--- src/rtl/display_scan_mux_pkg.sv ---
// rtl/display_scan_mux_pkg.sv - shared 7-segment encodings and anode constants
package display_scan_mux_pkg;

    localparam int MAX_DIGITS = 8;

    // Active-low segment patterns, bit order {g,f,e,d,c,b,a}
    localparam logic [6:0] SEG_0   = 7'h40;
    localparam logic [6:0] SEG_1   = 7'h79;
    localparam logic [6:0] SEG_2   = 7'h24;
    localparam logic [6:0] SEG_3   = 7'h30;
    localparam logic [6:0] SEG_4   = 7'h19;
    localparam logic [6:0] SEG_5   = 7'h12;
    localparam logic [6:0] SEG_6   = 7'h02;
    localparam logic [6:0] SEG_7   = 7'h78;
    localparam logic [6:0] SEG_8   = 7'h00;
    localparam logic [6:0] SEG_9   = 7'h10;
    localparam logic [6:0] SEG_A   = 7'h08;
    localparam logic [6:0] SEG_B   = 7'h03;
    localparam logic [6:0] SEG_C   = 7'h46;
    localparam logic [6:0] SEG_D   = 7'h21;
    localparam logic [6:0] SEG_E   = 7'h06;
    localparam logic [6:0] SEG_F   = 7'h0E;
    localparam logic [6:0] SEG_OFF = 7'h7F;

    localparam logic [MAX_DIGITS-1:0] ANODES_OFF = '1;

endpackage

--- src/rtl/seg7_decoder.sv ---
// rtl/seg7_decoder.sv - combinational hex nibble to active-low 7-segment decoder
module seg7_decoder
    import display_scan_mux_pkg::*;
(
    input  logic [3:0] nibble,
    output logic [6:0] segments
);

    always_comb begin
        segments = SEG_OFF;
        case (nibble)
            4'h0: segments = SEG_0;
            4'h1: segments = SEG_1;
            4'h2: segments = SEG_2;
            4'h3: segments = SEG_3;
            4'h4: segments = SEG_4;
            4'h5: segments = SEG_5;
            4'h6: segments = SEG_6;
            4'h7: segments = SEG_7;
            4'h8: segments = SEG_8;
            4'h9: segments = SEG_9;
            4'hA: segments = SEG_A;
            4'hB: segments = SEG_B;
            4'hC: segments = SEG_C;
            4'hD: segments = SEG_D;
            4'hE: segments = SEG_E;
            4'hF: segments = SEG_F;
            default: segments = SEG_OFF;
        endcase
    end

endmodule

--- src/rtl/display_scan_mux.sv ---
// rtl/display_scan_mux.sv - time-multiplexed 7-segment scanner with dead time and blanking
module display_scan_mux
    import display_scan_mux_pkg::*;
#(
    parameter int NUM_DIGITS      = 4,
    parameter int TICKS_PER_DIGIT = 50000,
    parameter int BLANK_TICKS     = 500,
    parameter int IDX_W           = $clog2(NUM_DIGITS)
) (
    input  logic                    clock,
    input  logic                    reset_n,
    input  logic                    enable,
    input  logic [4*NUM_DIGITS-1:0] digits_in,
    input  logic [NUM_DIGITS-1:0]   dp_in,
    input  logic [NUM_DIGITS-1:0]   blank_mask,
    output logic [NUM_DIGITS-1:0]   anodo,
    output logic [6:0]              segmentos,
    output logic                    dp,
    output logic [IDX_W-1:0]        digit_idx,
    output logic                    frame_pulse
);

    localparam int                    CNT_W       = $clog2(TICKS_PER_DIGIT);
    localparam logic [CNT_W-1:0]      CNT_LAST    = CNT_W'(TICKS_PER_DIGIT - 1);
    localparam logic [CNT_W-1:0]      CNT_BLANK   = CNT_W'(BLANK_TICKS);
    localparam logic [IDX_W-1:0]      IDX_LAST    = IDX_W'(NUM_DIGITS - 1);
    localparam logic [NUM_DIGITS-1:0] ANODE_IDLE  = ANODES_OFF[NUM_DIGITS-1:0];

    logic [CNT_W-1:0]      cnt;
    logic [IDX_W-1:0]      idx;
    logic [3:0]            lat_nib;
    logic                  lat_dp;
    logic                  lat_blank;
    logic [6:0]            dec_seg;
    logic [NUM_DIGITS-1:0] anode_sel;
    logic                  lit;
    logic                  slot_start;

    assign slot_start = enable && (cnt == '0);

    // Prescaler, digit index and per-slot latch all freeze while enable is low
    always_ff @(posedge clock or negedge reset_n) begin
        if (!reset_n) begin
            cnt       <= '0;
            idx       <= '0;
            lat_nib   <= 4'h0;
            lat_dp    <= 1'b0;
            lat_blank <= 1'b1;
        end else if (enable) begin
            if (cnt == '0) begin
                lat_nib   <= digits_in[4*idx +: 4];
                lat_dp    <= dp_in[idx];
                lat_blank <= blank_mask[idx];
            end
            if (cnt == CNT_LAST) begin
                cnt <= '0;
                idx <= (idx == IDX_LAST) ? '0 : idx + 1'b1;
            end else begin
                cnt <= cnt + 1'b1;
            end
        end
    end

    seg7_decoder u_dec (
        .nibble   (lat_nib),
        .segments (dec_seg)
    );

    always_comb begin
        anode_sel = ANODE_IDLE;
        for (int k = 0; k < NUM_DIGITS; k++) begin
            anode_sel[k] = (idx != IDX_W'(k));
        end
    end

    // Dead time covers the latch cycle, so the previous digit's data never leaks
    assign lit = enable && (cnt >= CNT_BLANK) && !lat_blank;

    always_ff @(posedge clock or negedge reset_n) begin
        if (!reset_n) begin
            anodo       <= ANODE_IDLE;
            segmentos   <= SEG_OFF;
            dp          <= 1'b1;
            digit_idx   <= '0;
            frame_pulse <= 1'b0;
        end else begin
            anodo       <= lit ? anode_sel : ANODE_IDLE;
            segmentos   <= lit ? dec_seg : SEG_OFF;
            dp          <= lit ? ~lat_dp : 1'b1;
            digit_idx   <= idx;
            frame_pulse <= slot_start && (idx == '0);
        end
    end

endmodule

--- config.mk ---
export PLATFORM = sky130hd
export DESIGN_NAME = display_scan_mux
export DESIGN_NICKNAME = d
export VERILOG_FILES = /design/src/rtl/display_scan_mux_pkg.sv /design/src/rtl/seg7_decoder.sv /design/src/rtl/display_scan_mux.sv
export SDC_FILE = /design/constraint.sdc
export NUM_CORES = 1
export LEC_CHECK = 0
export CAP_MARGIN = 20
export CELL_PAD_IN_SITES_DETAIL_PLACEMENT = 1
export CELL_PAD_IN_SITES_GLOBAL_PLACEMENT = 1
export CORE_AREA = 5 5 80 82
export CTS_BUF_LIST = sky130_fd_sc_hd__clkbuf_2 sky130_fd_sc_hd__clkbuf_4 sky130_fd_sc_hd__clkbuf_8
export DETAILED_ROUTE_END_ITERATION = 12
export DIE_AREA = 0 0 85 87
export GPL_ROUTABILITY_DRIVEN = 0
export PLACE_DENSITY = 0.74
export RECOVER_POWER = 25
export SETUP_SLACK_MARGIN = 0.05
export SLEW_MARGIN = 25
export SYNTH_ARGS = -nofsm -noshare
export SYNTH_HDL_FRONTEND = slang
export SYNTH_HIERARCHICAL = 1
export SYNTH_SLANG_ARGS = --single-unit
--- constraint.sdc ---
create_clock -name clock -period 4.1 [get_ports clock]
set_input_delay 0.615 -clock clock [delete_from_list [all_inputs] [get_ports clock]]
set_output_delay 0.615 -clock clock [all_outputs]
set_load 0.01 [all_outputs]
## After elaboration in Yosys (flattened, before gate mapping)

Memories as Yosys holds them, arrays and structs flattened.
Index checks and enable logic that the tools add are counted.

- Register bits after elaboration: 39
- Bits in latches: 0
- RAM bits: 0
- Bits in read-only memories: 112
- Input port bits: 27
- Output and inout bits: 15
- Logic and storage cells: 41
- Memories: 1

Memories:

| memory | words | width | read ports | clocked after Yosys merged registers in | wr ports | line | source |
|---|---|---|---|---|---|---|---|
| (no name shown) | 16 | 7 | 1 | 0 | 0 | seg7_decoder.sv:11 | `case (nibble)` |

- Add/subtract/negate cells: 2
- Multiply operators: 0
- Div/mod/pow operators: 0
- $lt $le $gt $ge: 2
- Eq/ne operators: 5
- Shift-type cells: 1
- Muxes and demuxes: 9
- Bitwise gates (word level): 1
- Reduce and logical (&&, ||, !) cells: 10

Operator list:

| kind | number |
|---|---|
| $add A16 B1 Y16 const B | 1 |
| $eq A16 B16 Y1 const B | 1 |
| $ge A16 B9 Y1 const B | 1 |
| $logic_not A16 Y1 | 1 |
| $mux W16 | 1 |
| $shiftx A16 B5 Y4 | 1 |
| $mux W7 | 1 |
| $bmux W1 S2 | 2 |
| $logic_and A1 B1 Y1 | 4 |
| $mux W4 | 1 |
| $ne A2 B2 Y1 const B | 2 |
| $reduce_and A2 Y1 | 2 |
| $lt A2 B3 Y1 const B | 1 |
| $mux W1 | 3 |
| $add A2 B1 Y2 const B | 1 |
| $eq A2 B2 Y1 const B | 1 |
| $logic_not A2 Y1 | 1 |
| $mux W2 | 1 |
| $ne A2 B1 Y1 const B | 1 |
| $reduce_bool A2 Y1 | 1 |
| $logic_not A1 Y1 | 1 |
| $not A1 Y1 | 1 |

## Depth between registers and ports, before layout

Gate-level depths: netlist of the first run.

- Depth in word-level cells: 4
- Depth in mapped cells: 6
- Mapped depth without buffers: 6

## Cells and area by module

The synthesis of the first run kept the hierarchy.

By module, submodules not included:

| module | instances | cells an instance | area an instance (µm²) | sequential area each (µm²) |
|---|---|---|---|---|
| display_scan_mux | 1 | 158 | 1876.8 | 992.2 |
| seg7_decoder | 1 | 32 | 275.3 | 0.0 |

## Least setup slack after synthesis of the first run

OpenSTA, ideal clock, no wires.

- Path kind: register to register
- Start: register idx[0]
- End: register lat_dp
- Arrival time: 1.539 ns
- Data required time: 3.975 ns
- Setup slack: 2.436 ns
- Stages on the path, launching flop included: 4
- Cell sequence: dfrtp_1 > clkbuf_1 > mux4_2 > mux2_2

- Word-level cells in the longest chain between the ends: 2

RTL lines:

| element | line | source |
|---|---|---|
| start, declared | display_scan_mux.sv:30 | `logic [IDX_W-1:0] idx;` |
| start signal, assigned | display_scan_mux.sv:57 | `idx <= (idx == IDX_LAST) ? '0 : idx + 1'b1;` |
| $bmux W1 S2 | display_scan_mux.sv:52 | `lat_dp <= dp_in[idx];` |
| $mux W1 (not written as such) | display_scan_mux.sv:52 |  |
| end signal, assigned | display_scan_mux.sv:52 |  |
| end, declared | display_scan_mux.sv:32 | `logic lat_dp;` |

No other way between the ends. The select of a mux whose other input is x is not followed.
A chain may end at the register's enable or synchronous reset.

==> qor.yml, run 1 <==
run_status:
  status: "complete, but fails checks"
  failed_checks: "max-capacitance violations, max-slew violations"
clock_tree:
  cts_tree: "yes"
  htreeDepth: 2
  cts.sinks: 39
  cts_root_buffer: "clkbuf_8"
  path_clk_slew_ns: 0.08
  post_cts_buffers: 0
  clk_path_buf_depth: 2
  cts_resized: 0
  cts_buffers: 5
  clk_latency_ns: 0.29
  hold_buffers: 0
sta:
  slew_headroom_pct: -38.8
  setup_tns_ns: 0
  hold_viol_final: 0
  fmax_ghz: 0.470
  rsz0062_at_grt: "no"
  setup_viol_count_final: 0
  drv_slew: 40
  period_minus_slack_ns: 2.13
  fin_crit_sh_pct: 51.9
  finalWorstSetupSlack_ns: 1.97
  finClkSkew_ns: 0.00513
  tightestPinTransition_ns: 2.08
detailed_routing:
  drc_errors: 0
  routed_wl_um: 4880
  ant_nets: 0
  num_vias: 1529
  drtIter0Drc: 57
  wire_per_inst_um: 16.0
  dr.pass1.iters: 4
  viasPerCell: 5.01
global_route:
  grt-ovfl-total: 0
  grt_max_degree: 40
  antenna_found_initial: 0
  grt_pass1_vias: 1582
  grt_use_total_pct: 13.7
  grt_pass1_wl_um: 7910
worst_setup_path:
  endpoint_kind: "register"
  required_ns: 4.28
  arrival_ns: 2.31
  startpoint_type: "input pin"
  rr_worst_depth: 4
  worstSetupPathType: "in -> reg"
  crit_fanout: 11
placement:
  port_buffers: 41
  dp.cells: 297
  dpl_worst_slack_ns: 1.65
  dp_hpwl_um: 3590
yosys:
  synth_cells: 190
  syn-num-nets: 230
  synth_ff_type: "dfrtp_1"
  syn_avg_cell_area_um2: 11.3
  yosysSeqAreaShare_pct: 46.1
  synth_edf_count: 0
  ys_warn_count: 6
  ys_ff_latch: 39
  syn-cell-area_um2: 2150
  yosysUniqueCellTypes: 41
  async_flop_share_pct: 100
layout:
  drive_above_1_share_pct: 17.8
  layout_commonest_cell: "clkdlybuf4s50_1"
  final_cell_mix: "clkdlybuf4s50_1 (40), dfrtp_1 (26), nand2_1 (15)"
  register_area_um2: 992
  diodes: 0
  fin_nets: 269
  multi_input_area_um2: 1060
  area_growth_pct: 27.2
  n_fill_cell: 627
  fin_cells: 305
floorplan:
  fp.dieW_um: 85
  start_util_pct: 37.9
  die_y_um: 87
  row_count: 28
  core_area_um2: 5680
  pin_count: 42
  die_area_um2: 7400
pwr:
  p_leak_nw: 1.15
  p_per_area_nw_per_um2: 352
  worst_ir_drop_vdd_uv: 185
job:
  cap_violations: 1
hold_path:
  hold_class: "reg -> reg"
  hold_depth: 1
final timing paths:
kind	startpoint	to	slack (ns)
min in group asynchronous	reset_n	cnt[3]	0.91
worst min register to register	lat_dp	dp	0.39
worst min-delay path	lat_dp	dp	0.39
max in group asynchronous	reset_n	cnt[7]	2.00
worst max register to register	cnt[4]	segmentos[4]	2.07
worst max-delay path	enable	cnt[13]	1.97
power by group:
group          internal [mW]  switching (mW)
combinational         0.0591          0.0573
sequential             0.414          0.0446
clock                  0.250           0.139
area by class of cell:
type | instances | share of cell area, %
Tap cell | 75 | 3.43
Clock inverter | 2 | 2.19
Multi-Input combinational cell | 129 | 38.8
Timing Repair Buffer | 41 | 14.8
Inverter | 13 | 1.78
Clock buffer | 6 | 2.79
Sequential cell | 39 | 36.2
state kept, by name (all words and copies together) (netlist names):
signal       count
frame_pulse      1
segmentos        7
lat_dp           1
lat_nib          4
idx              2
anodo            4
dp               1
lat_blank        1
cnt             16
digit_idx        2
synth_stat cells (6+ instances only):
cell | instances | area [um^2]
ha_1 | 13 | 163
xnor2_1 | 7 | 61.3
dfrtp_1 | 26 | 651
nand2b_1 | 7 | 43.8
o21ai_0 | 7 | 35.0
mux4_2 | 6 | 135
mux2i_1 | 6 | 60.1
nor2_1 | 13 | 48.8
inv_1 | 13 | 48.8
nand2_1 | 15 | 56.3
mux2_2 | 8 | 90.1
nand4_1 | 6 | 37.5
dfstp_2 | 13 | 342
metrics by stage:
stage	util (%)	hold slack (ns)	area (um^2)	total power, mW
floorplan	-	0.319	2150	0.524
global placement	45.9	0.377	2600	0.576
detailed placement	45.9	0.382	2600	0.583
CTS	48.3	0.394	2740	0.975
global route	48.2	0.430	2740	1.01
finish	48.2	0.391	2740	0.964
kinds of logic after synthesis:
family                     Yosys count  synth area share, %
AOI/OAI and AO/OA                   17                 5.06
muxes                               21                 14.5
xor gates and xnor gates            10                 4.07
and+or+nand+nor                     68                 18.2
DFF                                 39                 46.1
buffers and inverters               22                 4.53
adders and majority gates           13                 7.56
worst max-delay path, stage by stage:
cell and delay, ns:
clkdlybuf4s50_1 0.69, nand4_1 0.21, nor4_1 0.47, nand3_1 0.16
xnor2_1 0.15
per-layer routing:
layer  global-route usage, %  up-vias  part of all wire (%)
li1                        -      744                     -
met5                       0        -                     0
met1                    17.1      754                    44
met4                    3.88        0                   1.8
met3                    3.60        8                   3.1
met2                    23.3       23                    51
Power figures use the tool's default switching activity.
==> inputs of run 2 (changes only) <==
==> constraint.sdc (replaced) <==
create_clock -name clock -period 2.2 [get_ports clock]
set_input_delay 0.33 -clock clock [delete_from_list [all_inputs] [get_ports clock]]
set_output_delay 0.33 -clock clock [all_outputs]
set_load 0.01 [all_outputs]
==> run 2 against run 1 <==
Compared with the run above:
- the run now ends clean
- register-to-register slack worse by 1.7 ns
- global-route usage up 1.6 points
- highest routed layer unchanged
- power up 69%
- sequential share of layout area up 0.12 points
- cell area down 0.32%
- count of clock-buffer cells in the layout up 2
- first-iteration DRC count down 16%
- hold slack worse by 0.21 ns
- die area unchanged
- wire length up 9.4%
- critical path type is now reg -> reg
==> qor.yml, run 2 (same netlist as run 1, synthesis figures left out) <==
layout:
  layout_commonest_cell: "clkdlybuf4s50_1"
  largest_register: "cnt"
  diodes: 0  # unchanged
  fin_nets: 272  # +1.1%
  n_fill_cell: 618  # -1.4%
  drive_above_1_share_pct: 19.3  # +1.5 points
  largest_reg_flops: 16  # unchanged
  area_growth_pct: 26.8
  postLayoutCellArea_um2: 2730  # -0.32%
  fin_cells: 308  # +0.98%
  fin_util_pct: 48.1  # -0.15 points
  final_cell_mix: "clkdlybuf4s50_1 (40), dfrtp_1 (26), nand2_1 (15)"
  reg_top3: "cnt: 16 flops, segmentos: 7 flops"
global_route:
  grt_pass1_vias: 1651  # +4.4%
  grt_util_met1_pct: 18.6  # +1.5 points
  grt_pass1_wl_um: 8830  # +12%
  top_usage_layer: "met2"
  antenna_found_initial: 0  # unchanged
  grt-ovfl-total: 0  # unchanged
  grt_use_total_pct: 15.3  # +1.6 points
  grt_max_degree: 40  # unchanged
  use_met3_pct: 3.50  # -0.095 points
  use_met2_pct: 26.8  # +3.5 points
worst_setup_path:
  max_stage_delay_ns: 0.45  # -0.24 ns
  critical_path.slowest_cell: "dfrtp_1"
  required_ns: 2.37  # -1.91 ns
  arrival_ns: 2.01  # -0.30 ns
  endpoint_kind: "register"
  crit_fanout: 6  # -5
  startpoint_type: "register"
  worstSetupPathType: "reg -> reg"
  worst-path-buf-inv: 0  # -1
  rrSetupSlack_ns: 0.36  # -1.71 ns
  cpLargestDelayFamily: "simple AND/OR/NAND/NOR gates"
  crit_chain: "nor4_4 > nand2_1 > nor3_4 > mux2_2"
pwr:
  comb_power_share_pct: 13.8  # +1.7 points
  p_leak_nw: 1.15  # +0.36%
  p_clk_share_pct: 33.5  # -6.8 points
  p_int_mw: 1.18  # +64%
  switching_power_uw: 446  # +85%
  worst_ir_drop_vdd_uv: 318  # +72%
  p_seq_share_pct: 52.7  # +5.1 points
  fin_total_pwr_mw: 1.63  # +69%
  swShare_pct: 27.4  # +2.4 points
  p_per_area_nw_per_um2: 597  # +70%
clock_tree:
  clk_latency_ns: 0.29  # about the same
  htreeDepth: 2  # unchanged
  cts_resized: 0  # unchanged
  clk_path_buf_depth: 2  # unchanged
  path_clk_slew_ns: 0.07  # about the same
  hold_buffers: 0  # unchanged
  cts_buffers: 5  # unchanged
  cts_tree: "yes"
  post_cts_buffers: 0  # unchanged
  cts_root_buffer: "clkbuf_8"
  cts.sinks: 39  # unchanged
placement:
  dpl_worst_slack_ns: 0.262  # -1.39 ns
  dp.cells: 300  # +1.0%
  port_buffers: 41  # unchanged
  placed_area_um2: 2630  # +0.87%
  dp_hpwl_um: 4040  # +13%
floorplan:
  start_util_pct: 37.9  # unchanged
  fp.dieW_um: 85  # unchanged
  die_area_um2: 7400  # unchanged
  row_count: 28  # unchanged
  core_area_um2: 5680  # unchanged
  die_y_um: 87  # unchanged
  pin_count: 42  # unchanged
sta:
  rsz0062_at_grt: "no"
  period_minus_slack_ns: 1.84
  hold_viol_final: 0  # unchanged
  finalWorstSetupSlack_ns: 0.359  # -1.61 ns
  timing.hold.ws_ns: 0.183  # -0.208 ns
  finClkSkew_ns: 0.00389  # -0.00124 ns
  slew_headroom_pct: 34.1  # +73 points
  fmax_ghz: 0.543
  setup_viol_count_final: 0  # unchanged
  tightestPinTransition_ns: 0.989  # -1.09 ns
  setup_tns_ns: 0  # unchanged
  drv_slew: 0  # -100%
  fin_crit_sh_pct: 83.7
detailed_routing:
  num_vias: 1555  # +1.7%
  routed_wl_um: 5330  # +9.4%
  drtIter0Drc: 48  # -16%
  viasPerCell: 5.05  # +0.71%
  dr.pass1.iters: 4  # unchanged
  ant_nets: 0  # unchanged
  wire_per_inst_um: 17.3  # +8.3%
  drc_errors: 0  # unchanged
run_status:
  status: "completed"
job:
  cap_violations: 0  # -1
hold_path:
  hold_class: "in -> async"
[run 2: power groups by stage]
stage | Combinational, mW | Clock, mW | Sequential [mW]
2_1_floorplan | 0.159 | 0 | 0.818
3_3_place_gp | 0.217 | 0 | 0.862
3_5_place_dp | 0.228 | 0 | 0.870
4_1_cts | 0.230 | 0.575 | 0.858
5_1_grt | 0.250 | 0.603 | 0.869
6_report | 0.225 | 0.546 | 0.858
[run 2: cell type report]
type / count / area, um^2 / share of cell area (%)
clock buffers: 8 / 104 / 3.81
inverters: 13 / 48.8 / 1.79
multi-input cells: 129 / 1060 / 38.9
flip-flops and latches: 39 / 992 / 36.4
well taps: 75 / 93.8 / 3.44
repair buffers: 44 / 428 / 15.7
[run 2: path summary, 6_finish.rpt]
kind,start,end,cells after the start
worst min register to register,lat_dp,dp,1
worst max-delay path,cnt[12],lat_nib[0],4
worst min-delay path,reset_n,cnt[12],1
worst max register to register,cnt[12],lat_nib[0],4
max in group asynchronous,reset_n,frame_pulse,1
min in group clock,lat_dp,dp,1
[run 2: layer usage]
| layer | routed length, um | share of wire, % |
|---|---|---|
| met1 | 2260 | 42 |
| met3 | 104 | 2.0 |
| met2 | 2870 | 54 |
| met4 | 94 | 1.8 |
| met5 | 0 | 0 |
[run 2: worst reg2reg max path: stages (launching register included)]
cell	delay [ns]
dfrtp_1	0.45
nor4_4	0.39
nand2_1	0.17
nor3_4	0.33
mux2_2	0.38
==> inputs of run 3 (changes only) <==
==> constraint.sdc (replaced) <==
create_clock -name clock -period 1.72 [get_ports clock]
set_input_delay 0.258 -clock clock [delete_from_list [all_inputs] [get_ports clock]]
set_output_delay 0.258 -clock clock [all_outputs]
set_load 0.01 [all_outputs]
==> run 3 against run 2 <==
Compared with the run above:
- hold slack gained 0.0071 ns
- sequential cell count is the same
- critical path depth grew 1
- largest power group unchanged
- combinational power grew 130%
- fmax grew 11%
- cell area grew 15%
- sequential power grew 21%
- die area is the same
- first-iteration DRC count grew 25%
==> qor.yml, run 3 (same netlist as run 1, synthesis figures left out) <==
run_status:
  status: "completed"
worst_setup_path:
  worstSetupPathType: "reg -> reg"
  rr_worst_depth: 5  # +1
  endpoint_kind: "register"
  crit_chain: "nor2_1 > nand4_1 > nor3_4 > buf_12 > mux2_4"
  worstSetupStartpoint: "cnt[8]"
  max_stage_delay_ns: 0.47  # +0.02 ns
  startpoint_type: "register"
  r2r_end: "lat_nib[2]"
  arrival_ns: 1.84  # -0.17 ns
  cpLargestDelayFamily: "simple AND/OR/NAND/NOR gates"
  crit_fanout: 6  # unchanged
  worst-path-buf-inv: 1  # +1
  crit_end: "lat_nib[2]"
  required_ns: 1.90  # -0.47 ns
  rrSetupSlack_ns: 0.06  # -0.30 ns
  critical_path.slowest_cell: "dfrtp_1"
  r2r_start: "cnt[8]"
  path_depth: 5  # +1
floorplan:
  pin_count: 42  # unchanged
  core_area_um2: 5680  # unchanged
  die_area_um2: 7400  # unchanged
  die_y_um: 87  # unchanged
  start_util_pct: 37.9  # unchanged
  fp.dieW_um: 85  # unchanged
  row_count: 28  # unchanged
sta:
  fmax_ghz: 0.604  # +11%
  setup_tns_ns: 0  # unchanged
  hold_viol_final: 0  # unchanged
  period_minus_slack_ns: 1.66  # -0.184 ns
  slew_headroom_pct: 35.0  # +0.91 points
  finClkSkew_ns: 0.00541  # +0.00152 ns
  setup_viol_count_final: 0  # unchanged
  tightestPinTransition_ns: 0.976  # -0.0136 ns
  rsz0062_at_grt: "yes"
  fin_crit_sh_pct: 96.3  # +13 points
  drv_slew: 0  # unchanged
  timing.hold.ws_ns: 0.190  # +0.00712 ns
layout:
  fin_nets: 310  # +14%
  area_growth_pct: 45.9
  reg_top3: "cnt: 16 flops, segmentos: 7 flops"
  largest_register: "cnt"
  fin_util_pct: 55.3  # +7.3 points
  diodes: 0  # unchanged
  layout_commonest_cell: "clkdlybuf4s50_1"
  largest_reg_flops: 16  # unchanged
  drive_above_1_share_pct: 35.1  # +16 points
  postLayoutCellArea_um2: 3140  # +15%
  final_cell_mix: "clkdlybuf4s50_1 (40), buf_4 (38), dfrtp_1 (26)"
global_route:
  grt-ovfl-total: 0  # unchanged
  antenna_found_initial: 0  # unchanged
  grt_pass1_wl_um: 8940  # +1.2%
  grt_use_total_pct: 15.4  # +0.11 points
  grt_max_degree: 40  # unchanged
  grt_pass1_vias: 1786  # +8.2%
pwr:
  p_leak_nw: 1.35  # +17%
  worst_ir_drop_vdd_uv: 353  # +11%
  p_per_area_nw_per_um2: 747  # +25%
  fin_total_pwr_mw: 2.35  # +44%
clock_tree:
  path_clk_slew_ns: 0.08  # about the same
  cts_tree: "yes"
  htreeDepth: 2  # unchanged
  clk_latency_ns: 0.29  # about the same
  cts_root_buffer: "clkbuf_8"
  clk_path_buf_depth: 2  # unchanged
  cts.sinks: 39  # unchanged
  cts_buffers: 5  # unchanged
placement:
  port_buffers: 41  # unchanged
  placed_area_um2: 2840  # +8.2%
  dp_hpwl_um: 4090  # +1.1%
detailed_routing:
  ant_nets: 0  # unchanged
  routed_wl_um: 5650  # +6.0%
  viasPerCell: 4.99  # -1.2%
  wire_per_inst_um: 16.3  # -5.6%
  dr.pass1.iters: 4  # unchanged
  drc_errors: 0  # unchanged
  drtIter0Drc: 60  # +25%
  num_vias: 1726  # +11%
job:
  cap_violations: 0  # unchanged
hold_path:
  hold_class: "in -> async"
## run 3: cell count changes in the layout (fill, tap and decap cells not counted), sizes merged
cell,previous run,this run
buf,3,41
clkbuf,9,7
bufinv,0,1
clkinv,0,1
## run 3: area by class of cell
cell class / instances / area, um^2
Tap cell: 75 / 93.8
Clock buffer: 6 / 82.6
Inverter: 13 / 48.8
Clock inverter: 2 / 35.0
Multi-Input combinational cell: 129 / 1150
Fill cell: 613 / 2530
Timing Repair Buffer: 82 / 736
Sequential cell: 39 / 992
## run 3: worst reg2reg max path, cell delays in order, from the launching register on
cell and delay [ns]:
dfrtp_1 0.47, nor2_1 0.16, nand4_1 0.20, nor3_4 0.27
buf_12 0.15, mux2_4 0.30
## run 3: metal layers
metal / GRT usage (%) / vias up / wire, um
met3: 3.12 / 5 / 151
met2: 27.7 / 28 / 3050
li1: - / 828 / -
met1: 18.3 / 865 / 2380
met4: 5.32 / 0 / 76
met5: 0 / - / 0
## run 3: worst min path at each step
stage | start | to | slack, ns | cells past startpoint
finish | reset_n | cnt[13] | 0.19 | 2
global route | reset_n | cnt[5] | 0.30 | 2
CTS | reset_n | cnt[4] | 0.02 | 2
global placement | reset_n | cnt[4] | 0.34 | 2
floorplan | reset_n | cnt[0] | -0.04 | 0
detailed placement | reset_n | cnt[4] | 0.35 | 2
## run 3: repair_timing
item / in CTS / in global routing
hold buffers: 0 / 0
gates resized for setup: 3 / 20
setup endpoints to repair: 6 / 28
pin swaps: 3 / 4
setup buffers: 3 / 8
## run 3: where the power goes
part           internal [mW]  leakage (nW)  switching, mW
sequential             0.988         0.464         0.0534
clock                  0.470        0.0612          0.328
combinational          0.250         0.824          0.257
total                   1.71          1.35          0.639
## run 3: metrics by stage
| step | cells | setup WS [ns] |
|---|---|---|
| 6_report | 346 | 0.0631 |
| 5_1_grt | 346 | 0.00310 |
| 4_1_cts | 338 | 0.0410 |
| 3_5_place_dp | 327 | -0.144 |
| 3_3_place_gp | 327 | -0.111 |
| 2_1_floorplan | 190 | 0.0561 |
